<file path="src/rtl/way4_arb_ctrl.sv">
// way4_arb_ctrl: 4-way round-robin arbiter with a registered one-deep output stage.
// Latency: 1 cycle from a request to out_valid. Supports back-to-back transfers at one per cycle.
// Backpressure: a held grant stays frozen while out_ready is low. Optional grant_cnt port under WAY4_ARB_CNT_EN.
module way4_arb_ctrl #(
  parameter int WIDTH = 5
) (
  input  logic             clk,
  input  logic             rst,
  input  logic [3:0]       req,
  input  logic [WIDTH-1:0] A,
  input  logic [WIDTH-1:0] B,
  input  logic [WIDTH-1:0] C,
  input  logic [WIDTH-1:0] D,
  input  logic             out_ready,
  output logic [1:0]       sel,
  output logic [3:0]       gnt,
  output logic [WIDTH-1:0] out,
  output logic             out_valid
`ifdef WAY4_ARB_CNT_EN
  ,
  output logic [7:0]       grant_cnt
`endif
);

  typedef enum logic {
    S_IDLE = 1'b0,
    S_HOLD = 1'b1
  } state_t;

  state_t           r_state;
  state_t           w_state;
  logic [1:0]       r_ptr;
  logic [1:0]       w_ptr;
  logic [1:0]       r_sel;
  logic [1:0]       w_sel;
  logic [3:0]       r_gnt;
  logic [3:0]       w_gnt;
  logic [WIDTH-1:0] r_out;
  logic [WIDTH-1:0] w_out;
  logic             r_vld;
  logic             w_vld;

  // Arbitration helpers
  logic [1:0]       w_base;
  logic [1:0]       w_win;
  logic             w_found;
  logic [WIDTH-1:0] w_win_dat;
  logic             w_hs;

  assign w_hs = r_vld & out_ready;

  // On a handshake the search starts after the channel just delivered,
  // which is the value ptr is about to take; otherwise use the stored ptr.
  assign w_base = (r_state == S_HOLD) ? r_sel : r_ptr;

  // Round-robin search: base+1, base+2, base+3, base; first set request wins.
  always_comb begin : rr_search
    logic [1:0] idx;
    w_win   = 2'd0;
    w_found = 1'b0;
    idx     = 2'd0;
    for (int i = 1; i <= 4; i++) begin
      idx = w_base + 2'(i);
      if (!w_found && req[idx]) begin
        w_win   = idx;
        w_found = 1'b1;
      end
    end
  end

  // Data mux for the winning channel.
  always_comb begin
    w_win_dat = A;
    case (w_win)
      2'd0: w_win_dat = A;
      2'd1: w_win_dat = B;
      2'd2: w_win_dat = C;
      2'd3: w_win_dat = D;
      default: w_win_dat = A;
    endcase
  end

  // Next-state and next-output logic; everything holds unless a grant is loaded or released.
  always_comb begin
    w_state = r_state;
    w_ptr   = r_ptr;
    w_sel   = r_sel;
    w_gnt   = r_gnt;
    w_out   = r_out;
    w_vld   = r_vld;
    case (r_state)
      S_IDLE: begin
        if (w_found) begin
          w_state = S_HOLD;
          w_sel   = w_win;
          w_gnt   = 4'b0001 << w_win;
          w_out   = w_win_dat;
          w_vld   = 1'b1;
        end
      end
      S_HOLD: begin
        // Without out_ready the captured transfer is frozen, regardless of req or data.
        if (out_ready) begin
          w_ptr = r_sel;
          if (w_found) begin
            w_sel = w_win;
            w_gnt = 4'b0001 << w_win;
            w_out = w_win_dat;
            w_vld = 1'b1;
          end else begin
            // sel and out keep their last values while idle.
            w_state = S_IDLE;
            w_gnt   = 4'b0000;
            w_vld   = 1'b0;
          end
        end
      end
      default: begin
        w_state = S_IDLE;
        w_gnt   = 4'b0000;
        w_vld   = 1'b0;
      end
    endcase
  end

  // State and output registers; ptr resets to 3 so the first search begins at A.
  always_ff @(posedge clk) begin
    if (rst) begin
      r_state <= S_IDLE;
      r_ptr   <= 2'd3;
      r_sel   <= 2'd0;
      r_gnt   <= 4'b0000;
      r_out   <= '0;
      r_vld   <= 1'b0;
    end else begin
      r_state <= w_state;
      r_ptr   <= w_ptr;
      r_sel   <= w_sel;
      r_gnt   <= w_gnt;
      r_out   <= w_out;
      r_vld   <= w_vld;
    end
  end

  assign sel       = r_sel;
  assign gnt       = r_gnt;
  assign out       = r_out;
  assign out_valid = r_vld;

`ifdef WAY4_ARB_CNT_EN
  logic [7:0] r_cnt;

  // Count completed handshakes, saturating at 255.
  always_ff @(posedge clk) begin
    if (rst) begin
      r_cnt <= 8'd0;
    end else if (w_hs && (r_cnt != 8'hFF)) begin
      r_cnt <= r_cnt + 8'd1;
    end
  end

  assign grant_cnt = r_cnt;
`else
  logic w_unused_hs;
  assign w_unused_hs = w_hs;
`endif

endmodule

</file>
<file path="config.mk">
export PLATFORM = sky130hd
export DESIGN_NAME = way4_arb_ctrl
export DESIGN_NICKNAME = d
export VERILOG_FILES = /design/src/rtl/way4_arb_ctrl.sv
export SDC_FILE = /design/constraint.sdc
export NUM_CORES = 1
export LEC_CHECK = 0
export ABC_AREA = 1
export BUFFER_PORTS_ARGS = -buffer_cell sky130_fd_sc_hd__clkbuf_2
export CAP_MARGIN = 20
export CORE_MARGIN = 8
export CORE_UTILIZATION = 50
export CTS_CLUSTER_SIZE = 14
export DETAILED_ROUTE_END_ITERATION = 6
export HOLD_SLACK_MARGIN = 0.02
export PLACE_DENSITY = 0.8
export SYNTH_ARGS = -nofsm -noshare
export SYNTH_HDL_FRONTEND = slang
export SYNTH_SLANG_ARGS = --single-unit
</file>
<file path="constraint.sdc">
create_clock -name clk -period 2.2 [get_ports clk]
set_input_delay 0.22 -clock clk [delete_from_list [all_inputs] [get_ports clk]]
set_output_delay 0.22 -clock clk [all_outputs]
set_load 0.1 [all_outputs]
</file>
==> metrics.txt <==
# clock sinks=15; PwrDens=between 1000 and 1500 mW/mm2; Die Y=approximately 64 um; Buffers on Ports=38; Crit Path Max Fanout=8; worst-skew pair later-pin latency=around 0.3 ns; Register Area=307 um2; min-delay worst type=in2reg; Clk pwr share=~8.1%; Area contributors post-synth=dfxtp_1 26%, nand2_1 22%, nand2_2 5.9%; Critical Path Most Common Cell=nand2_1; worst hold slack=roughly 0.21 ns; Starting Density=between 50% and 60%; total gr overflow=0; root buffer cell=clkbuf_4; number of global-route vias before repair=1255; initial antenna violation count=0; Final Power=around 0.0021 W; post-synthesis cell count=182; final setup vio count=0; Max-Cap Viols=0; Final ANT Viol Nets=0; Post-DP HPWL=about 2400 um; Layout Nets=between 200 and 300; FMAX=499 MHz; combinational share of power=between 70% and 80%; filler instances=around 220; drt initial violations=54; P_int=approximately 0.00089 W; fin crit period=approximately 2 ns; multi-input combinational cell area=roughly 780 um2; Synth area leader=dfxtp_1; first-pass GRT wire length=between 5000 and 6000 um; CTS tree=done; count of state elements after synthesis=15; Worst Tran Pin Value=0.552 ns; critical path type=reg2reg; core area=between 0.002 and 0.0025 mm2; CP Launch Type=flip-flop; std cell rows=17; maximum clock insertion buffer count=2; Post-Route WL=between 3000 and 4000 um; full die area=0.00413 mm2; TritonCTS Buffers=3; # DRC=0; Slew Viols, Final=0; Tot GR Track Use=between 10% and 20%; largest net degree at the start of global routing=18; post-synth top area share=between 20% and 30%; Switch Pwr=between 0.001 and 0.0015 W; diodes inserted=0; RSZ-0062 raised after global routing=true; clock transition at the registers of the reported paths=0.10 ns; synthesized area per cell=about 6.4 um2; Rel. slew slack=between 60% and 70%; Max stage delay on crit path=around 0.35 ns; Pre-Repair DR Iteration Count=4; Die X=between 60 and 70 um; Final Cycle Share=about 91%; data required time of the worst path=roughly 2.4 ns; status=complete, no violations; Crit path arrival time=2.25 ns; peak supply drop=between 0.0009 and 0.001 V; H-tree depth=1; clock skew=around 0.0050 ns; Yosys Warn Count=0; critical path's slowest cell=dfxtp_2; share of layout cells above drive strength 1=between 30% and 40%; register area share after synthesis=about 26%; Layout area overhead=30.2%; Crit. End Element=flip-flop; final hold violation count=0; LEAKAGE=approximately 0.8 nW; critical path cell sequence=inv_1, nand2_1, nand2_4, nand2_2, nand2_2, nand2_1, nand2_1, nand2_1, nor2_2, nand3_2, o21ai_4, buf_4, nor2_1, nand2_1, nor2_1, nor3_2; DR vias/cell=4.91; IO Count=39; synth unique cells=23; net count after synthesis=~210; Cell Area, Synth=about 0.0012 mm2; WL per Instance=between 10 and 15 um; part of the power in registers=approximately a fifth; RD Place Congestion=roughly 0.85; switching part of the total power=58.4%; Via Count=1268
[cell usage in the layout, fill, tap and decap left out, drive strengths merged]
cell and n:
dfxtp 15, o211ai 1, nand4 6, clkinvlp 1, nor3 1, buf 9
a21oi 13, nor2 10, inv 19, o21bai 4, nand3b 5, a211oi 2
nand3 16, o21ai 4, nand2 83, clkbuf 41
[cell type report]
cell class	count	share of cell area [%]
Clock buffer	3	1.49
Clock inverter	1	0.495
Inverter	19	5.20
Multi-Input combinational cell	145	51.7
Sequential cell	15	20.2
Tap cell	28	2.31
Timing Repair Buffer	47	18.6
[kinds of logic after synthesis]
kind of cell	count (synthesis)	share of synthesized area (%)
AO/OA/AOI/OAI	24	14.7
buffers and inverters	22	9.13
flip-flops	15	25.8
AND/OR/NAND/NOR	121	50.4
[per-stage QoR]
stage / area [um2] / worst slack [ns] / std cells / util (%) / TNS (ns)
3_3_place_gp: 1400 / 0.109 / 248 / 63.2 / 0
4_1_cts: 1430 / 0.0619 / 252 / 64.5 / 0
2_1_floorplan: 1170 / 0.0484 / 182 / - / 0
3_5_place_dp: 1400 / 0.0767 / 248 / 63.2 / 0
6_report: 1520 / 0.195 / 258 / 68.6 / 0
5_1_grt: 1520 / -0.0384 / 258 / 68.6 / -0.120
[power groups by stage]
stage          logic [W]  registers, W  clock network [W]
3_5_place_dp     0.00141      0.000404                  0
2_1_floorplan   0.000686      0.000900                  0
6_report         0.00156      0.000401           0.000174
5_1_grt          0.00169      0.000411           0.000187
3_3_place_gp     0.00139      0.000403                  0
4_1_cts          0.00141      0.000400           0.000172
[critical path: cells and delay by family, from the launching register on]
| family | cells | cell delay, ns |
|---|---|---|
| AOI/OAI and AO/OA | 1 | 0.12 |
| buffers and inverters | 2 | 0.30 |
| DFF | 1 | 0.35 |
| and+or+nand+nor | 13 | 1.19 |
[state kept, by name (all words and copies together) (netlist names)]
signal     cells
out            5
r_ptr          2
r_state        1
sel            2
gnt            4
out_valid      1
[metal layers]
| metal | up-vias | part of all wire [%] | track usage [%] |
|---|---|---|---|
| met4 | 0 | 1.7 | 6.54 |
| li1 | 684 | - | - |
| met5 | - | 0 | 0 |
| met3 | 5 | 4.4 | 3.48 |
| met2 | 28 | 48 | 23.9 |
| met1 | 551 | 46 | 18.7 |
[Yosys cell counts]
cell and count:
nor2_2 1, inv_4 2, nand4_1 6, o211ai_1 1, a21oi_1 7, nand2_4 3, a211oi_1 2, nand2_2 11
nor3_2 1, nand2_1 69, nand3b_1 5, buf_6 1, o21ai_4 1, o21bai_1 4, o21ai_0 3, clkbuf_1 1
buf_8 1, dfxtp_1 15, nand3_2 4, nand3_1 12, a21oi_2 6, nor2_1 9, inv_1 17
[repair_timing]
| item | 4_1_cts | 5_1_grt |
|---|---|---|
| setup buffers | 0 | 6 |
| endpoints found under the setup margin | 0 | 11 |
| hold buffers | 0 | 0 |
| resized for setup | 0 | 9 |
[path summary, 6_finish.rpt]
path / from / to / slack (ns) / depth (start not counted)
max: sel[0] / out[0] / 0.19 / 16
min reg2reg: gnt[0] / gnt[0] / 0.47 / 2
max reg2reg: sel[0] / out[0] / 0.19 / 16
min: A[0] / out[0] / 0.21 / 3
Note: power is estimated with default switching activity, not from simulation.
